[src/rtl/mac_pe_acc.sv]
// Multi-lane multiply-accumulate PE: per-lane products, lane reduction, windowed accumulation, valid/ready result.
// Optional: define MAC_PE_SAT_EN for unsigned-saturating accumulation with a sticky per-window sat_flag.
module mac_pe_acc #(
  parameter int unsigned IN_BITWIDTH  = 16,
  parameter int unsigned LANES        = 4,
  parameter int unsigned ACC_BITWIDTH = 2*IN_BITWIDTH+8,
  parameter int unsigned MAX_ACC_LEN  = 16,
  parameter int unsigned LEN_W        = $clog2(MAX_ACC_LEN+1)
) (
  input  logic                         clk,
  input  logic                         rst_n,
  input  logic                         clear,
  input  logic [LEN_W-1:0]             acc_len,
  input  logic                         in_valid,
  output logic                         in_ready,
  input  logic [LANES*IN_BITWIDTH-1:0] a_in,
  input  logic [LANES*IN_BITWIDTH-1:0] w_in,
  input  logic [ACC_BITWIDTH-1:0]      psum_in,
  output logic                         out_valid,
  input  logic                         out_ready,
  output logic [ACC_BITWIDTH-1:0]      psum_out,
  output logic                         sat_flag
);

  localparam int unsigned PW = 2*IN_BITWIDTH;

  typedef enum logic {S_IDLE, S_ACC} state_t;

  state_t                         state_q, state_d;
  logic [LEN_W-1:0]               len_q, len_d, cnt_q, cnt_d, eff_len;
  logic                           adv, accept, beat_first, beat_last;
  logic                           s1_valid, s1_first, s1_last;
  logic [LANES-1:0][PW-1:0]       prod_q;
  logic [ACC_BITWIDTH-1:0]        psum_q, acc_q, acc_d, tree, base;

  assign adv      = !out_valid || out_ready;
  assign in_ready = adv && rst_n;
  assign accept   = in_valid && in_ready && !clear;

  always_comb begin
    eff_len = acc_len;
    if (acc_len == '0)
      eff_len = LEN_W'(1);
    else if (acc_len > LEN_W'(MAX_ACC_LEN))
      eff_len = LEN_W'(MAX_ACC_LEN);
  end

  always_ff @(posedge clk or negedge rst_n) begin
    if (!rst_n) begin
      state_q <= S_IDLE;
      len_q   <= '0;
      cnt_q   <= '0;
    end else begin
      state_q <= state_d;
      len_q   <= len_d;
      cnt_q   <= cnt_d;
    end
  end

  always_comb begin
    state_d    = state_q;
    len_d      = len_q;
    cnt_d      = cnt_q;
    beat_first = 1'b0;
    beat_last  = 1'b0;
    if (accept) begin
      case (state_q)
        S_IDLE: begin
          beat_first = 1'b1;
          len_d      = eff_len;
          cnt_d      = LEN_W'(1);
          if (eff_len == LEN_W'(1)) beat_last = 1'b1;
          else                      state_d   = S_ACC;
        end
        S_ACC: begin
          cnt_d = cnt_q + LEN_W'(1);
          if (cnt_d == len_q) begin
            beat_last = 1'b1;
            state_d   = S_IDLE;
          end
        end
        default: state_d = S_IDLE;
      endcase
    end
    if (clear) begin
      state_d = S_IDLE;
      cnt_d   = '0;
    end
  end

  // Stage 1: products plus window tags; psum_in rides along only for the first beat
  always_ff @(posedge clk or negedge rst_n) begin
    if (!rst_n) begin
      s1_valid <= 1'b0;
      s1_first <= 1'b0;
      s1_last  <= 1'b0;
      prod_q   <= '0;
      psum_q   <= '0;
    end else if (clear) begin
      s1_valid <= 1'b0;
      s1_first <= 1'b0;
      s1_last  <= 1'b0;
    end else if (adv) begin
      s1_valid <= accept;
      if (accept) begin
        s1_first <= beat_first;
        s1_last  <= beat_last;
        for (int unsigned i = 0; i < LANES; i++)
          prod_q[i] <= PW'(a_in[i*IN_BITWIDTH +: IN_BITWIDTH]) * PW'(w_in[i*IN_BITWIDTH +: IN_BITWIDTH]);
        if (beat_first) psum_q <= psum_in;
      end
    end
  end

  // ACC_BITWIDTH covers the full lane sum, so the reduction itself cannot overflow
  always_comb begin
    tree = '0;
    for (int unsigned i = 0; i < LANES; i++)
      tree = tree + ACC_BITWIDTH'(prod_q[i]);
  end

  assign base = s1_first ? psum_q : acc_q;

`ifdef MAC_PE_SAT_EN
  logic [ACC_BITWIDTH:0] sum_ext;
  logic                  sat_acc_q, sat_d, sat_out_q;

  assign sum_ext  = {1'b0, base} + {1'b0, tree};
  assign acc_d    = sum_ext[ACC_BITWIDTH] ? '1 : sum_ext[ACC_BITWIDTH-1:0];
  assign sat_d    = (s1_first ? 1'b0 : sat_acc_q) | sum_ext[ACC_BITWIDTH];
  assign sat_flag = sat_out_q;

  always_ff @(posedge clk or negedge rst_n) begin
    if (!rst_n) begin
      sat_acc_q <= 1'b0;
      sat_out_q <= 1'b0;
    end else if (clear) begin
      sat_acc_q <= 1'b0;
    end else if (adv && s1_valid) begin
      sat_acc_q <= sat_d;
      if (s1_last) sat_out_q <= sat_d;
    end
  end
`else
  assign acc_d    = base + tree;
  assign sat_flag = 1'b0;
`endif

  always_ff @(posedge clk or negedge rst_n) begin
    if (!rst_n) begin
      acc_q     <= '0;
      out_valid <= 1'b0;
      psum_out  <= '0;
    end else if (clear) begin
      acc_q     <= '0;
      out_valid <= 1'b0;
    end else if (adv) begin
      out_valid <= s1_valid && s1_last;
      if (s1_valid) begin
        acc_q <= acc_d;
        if (s1_last) psum_out <= acc_d;
      end
    end
  end

endmodule

[config.mk]
export PLATFORM = sky130hd
export DESIGN_NAME = mac_pe_acc
export DESIGN_NICKNAME = d
export VERILOG_FILES = /design/src/rtl/mac_pe_acc.sv
export SDC_FILE = /design/constraint.sdc
export NUM_CORES = 2
export LEC_CHECK = 0
export CORE_MARGIN = 2
export CORE_UTILIZATION = 45
export CTS_BUF_LIST = sky130_fd_sc_hd__clkbuf_8 sky130_fd_sc_hd__clkbuf_16
export CTS_CLUSTER_DIAMETER = 150
export DETAILED_ROUTE_END_ITERATION = 8
export PLACE_DENSITY = 0.71
export SLEW_MARGIN = 5
export SYNTH_ARGS = -nofsm -noshare
export SYNTH_HDL_FRONTEND = slang
export SYNTH_SLANG_ARGS = --single-unit
[constraint.sdc]
create_clock -name clk -period 10.3 [get_ports clk]
set_clock_uncertainty 0.05 [all_clocks]
set_input_delay 2.06 -clock clk [delete_from_list [all_inputs] [get_ports clk]]
set_output_delay 2.06 -clock clk [all_outputs]
set_load 0.05 [all_outputs]
==> flow_metrics.py <==
metrics = {
    "yosys": {
        "synth-main-ff-cell": "dfrtp_1",
        "synth_cell_type_count": 72,
        "ys_seq_area_share_pct": 13.91,
        "postSynth.asyncResetShare_pct": 100.0,
        "synth_seq_cells": 263,
        "synthesis.nets": 6632,
        "synth_edf_count": 0,
        "ys_warn_count": 0,
        "syn-cell-area_mm2": 0.04733,
        "syn_area_per_cell_um2": 9.231,
        "synth_cells": 5127,
    },
    "clocking": {
        "path_clk_slew_ns": 0.06,
        "htree_levels": 1,
        "cts_resized": 0,
        "cts_hold_buf": 0,
        "clock_latency_ns": 0.56,
        "post-cts-setup-buffers": 0,
        "cts_buffer_depth": 3,
        "cts_tree": "yes",
        "cts-root-buf": "clkbuf_16",
        "cts_made_buffers": 27,
        "cts.sinks": 263,
    },
    "die": {
        "start_util_pct": 45.53,
        "die_x_um": 328.3,
        "die_area_mm2": 0.1078,
        "core-area_mm2": 0.1039,
        "fp-row-count": 118,
        "ios": 221,
        "die_h_um": 328.3,
    },
    "placed_design": {
        "gp_congestion": 0.8928,
        "hpwl_um": 98670,
        "portBuffers": 219,
    },
    "timing": {
        "hold_viol": 0,
        "fin_crit_sh_pct": 85.22,
        "tightest_slew_ns": 1.035,
        "fin_hold_ws_ns": 0.4148,
        "fmax_ghz": 0.1139,
        "fin_setup_tns_ns": 0,
        "slew_violations": 0,
        "rsz0062_at_grt": "false",
        "setup_viol": 0,
        "period_needed_ns": 8.778,
        "slew_headroom_pct": 30.84,
    },
    "setup_path": {
        "slowest_delay_ns": 0.93,
        "worstSetupEndpointType": "register",
        "r2r_start": "prod_q[1]$_DFFE_PN0P_",
        "cpLargestDelayFamily": "adder cells",
        "critical_path_class": "input port to register",
        "path_buf_inv": 4,
        "critPathArrivalTime_ns": 9.12,
        "reg2reg_slack_ns": 4.82,
        "cp-start-kind": "input port",
        "critPathLaunch": "w_in[50]",
        "r2r_end": "psum_out[31]$_DFFE_PN0P_",
        "worst_path_max_delay_cell": "clkdlybuf4s50_1",
        "cp_common_cell": "fa_1",
        "crit_required_ns": 10.64,
        "endpoint": "prod_q[123]$_DFFE_PN0P_",
        "r2r_cells": 18,
        "path_max_fanout": 16,
        "worstSetupPathDepth": 23,
        "path_cells": "clkdlybuf4s50_1 > nand2_1 > fa_1 > fa_1 > fa_1 > fa_1 > inv_1 > fa_1 > inv_1 > fa_1 > inv_1 > ha_1 > nand2_1 > or4b_2 > o21ai_0 > o221ai_1 > nand2_1 > a21o_1 > a31oi_1 > o21bai_1 > a21oi_1 > xor2_1 > o21ai_0",
    },
    "route": {
        "drt-total-wl_um": 122100,
        "drc_errors": 0,
        "ant_nets": 0,
        "wl_per_cell_um": 18.49,
        "firstDrtPassIters": 6,
        "drtIter0Drc": 2231,
        "num_vias": 34887,
        "viasPerCell": 5.282,
    },
    "global_route": {
        "grt_max_degree": 104,
        "grtUsageTotal_pct": 23.23,
        "grt_pass1_vias": 37023,
        "grt_pass1_wl_um": 198900,
        "gr-total-overflow": 0,
        "antenna_found_initial": 1,
    },
    "run": {
        "drv_cap": 0,
    },
    "finish": {
        "final_util_pct": 49.71,
        "final_cell_mix": "nand2_1, inv_1, fa_1, and2_1, ha_1",
        "drive_above_1_share_pct": 3.178,
        "area_delta_synth_final_pct": 9.171,
        "final_common_cell": "nand2_1",
        "final_nets": 6707,
    },
    "status": {
        "status": "finished clean",
    },
    "hold_path": {
        "hold_class": "register to register",
    },
}
## synthesized netlist by cell type (all sizes together) (5+ instances only)
library cell	instances	share of area [%]
nor3	27	0.30
o21bai	25	0.40
a31oi	13	0.17
and3	7	0.093
mux2i	8	0.17
or3	5	0.066
o21a	15	0.24
nand2	934	7.4
a21o	77	1.2
o211ai	13	0.21
nand3	25	0.26
nand2b	26	0.34
a221oi	8	0.21
mux2	63	1.5
nor2	79	0.63
and2	481	6.4
xnor2	91	1.7
nor2b	15	0.20
a211oi	25	0.41
clkbuf	202	1.6
dfrtp	263	14
o31ai	18	0.30
a21oi	114	1.2
ha	456	12
fa	871	37
inv	913	7.2
and4	5	0.093
o21ai	189	2.0
a22o	33	0.61
xor2	60	1.1
nand4	15	0.21
## cells by family after synthesis
group / after synthesis / synth area share, %
other: 1 / 0.007923
AND/OR/NAND/NOR: 1635 / 16.23
XOR/XNOR: 151 / 2.794
flip-flops: 263 / 13.91
buffers and inverters: 1119 / 8.883
adder cells (fa/ha/maj): 1327 / 48.90
AO/OA/AOI/OAI: 560 / 7.614
multiplexers: 71 / 1.668
## routing by layer
layer,part of all wire (%),global-route usage [%]
met1,44,32.18
met3,5.9,3.081
met2,47,38.11
met4,3.3,6.959
met5,0,0
## through the flow
| stage | instances | setup WS [ns] | instance area, µm² |
|---|---|---|---|
| after global placement | 6553 | 1.163 | 50750 |
| after global routing | 6604 | 1.172 | 51670 |
| after CTS | 6603 | 1.600 | 51660 |
| final | 6605 | 1.522 | 51670 |
| after floorplan | 5127 | 2.148 | 47330 |
| after detailed placement | 6553 | 0.9889 | 50750 |
## state kept, by name, indices dropped and copies added (netlist names), 5 cells and up
register	cells
len_q	5
psum_out	40
psum_q	40
cnt_q	5
prod_q	128
acc_q	40
## final cells by class
cell class	count	area, µm²
diodes	2	5.005
clock buffers	31	730.7
clock inverters	19	177.7
fillers	9673	52270
inverters	913	3427
multi-input cells	3745	36570
flip-flops and latches	263	6583
well taps	1380	1727
repair buffers	252	2445
## worst min-delay path by stage
stage	from	to	slack (ns)	depth (start not counted)
6_report	psum_out[35]$_DFFE_PN0P_	psum_out[35]$_DFFE_PN0P_	0.41	2
5_1_grt	psum_out[35]$_DFFE_PN0P_	psum_out[35]$_DFFE_PN0P_	0.44	2
4_1_cts	psum_out[35]$_DFFE_PN0P_	psum_out[35]$_DFFE_PN0P_	0.42	2
3_5_place_dp	psum_out[35]$_DFFE_PN0P_	psum_out[35]$_DFFE_PN0P_	0.41	2
3_3_place_gp	psum_out[35]$_DFFE_PN0P_	psum_out[35]$_DFFE_PN0P_	0.40	2
2_1_floorplan	psum_q[0]$_DFFE_PN0P_	psum_q[0]$_DFFE_PN0P_	0.39	2
## worst reg2reg max path, stage by stage, from the launching register on
cell      delay, ns
dfrtp_1        0.43
fa_1           0.55
fa_1           0.53
inv_1          0.06
fa_1           0.47
inv_1          0.04
ha_1           0.22
fa_1           0.49
a211oi_1       0.30
o21a_1         0.23
nor3_2         0.07
nor2_2         0.28
o21ai_4        0.14
o21ai_0        0.17
nand2b_1       0.13
a221oi_2       0.39
o21ai_0        0.19
xor2_1         0.44
mux2_2         0.26
Power is not shown: default switching activity piles up to over one toggle a cycle in this logic, so the estimate is an artifact.
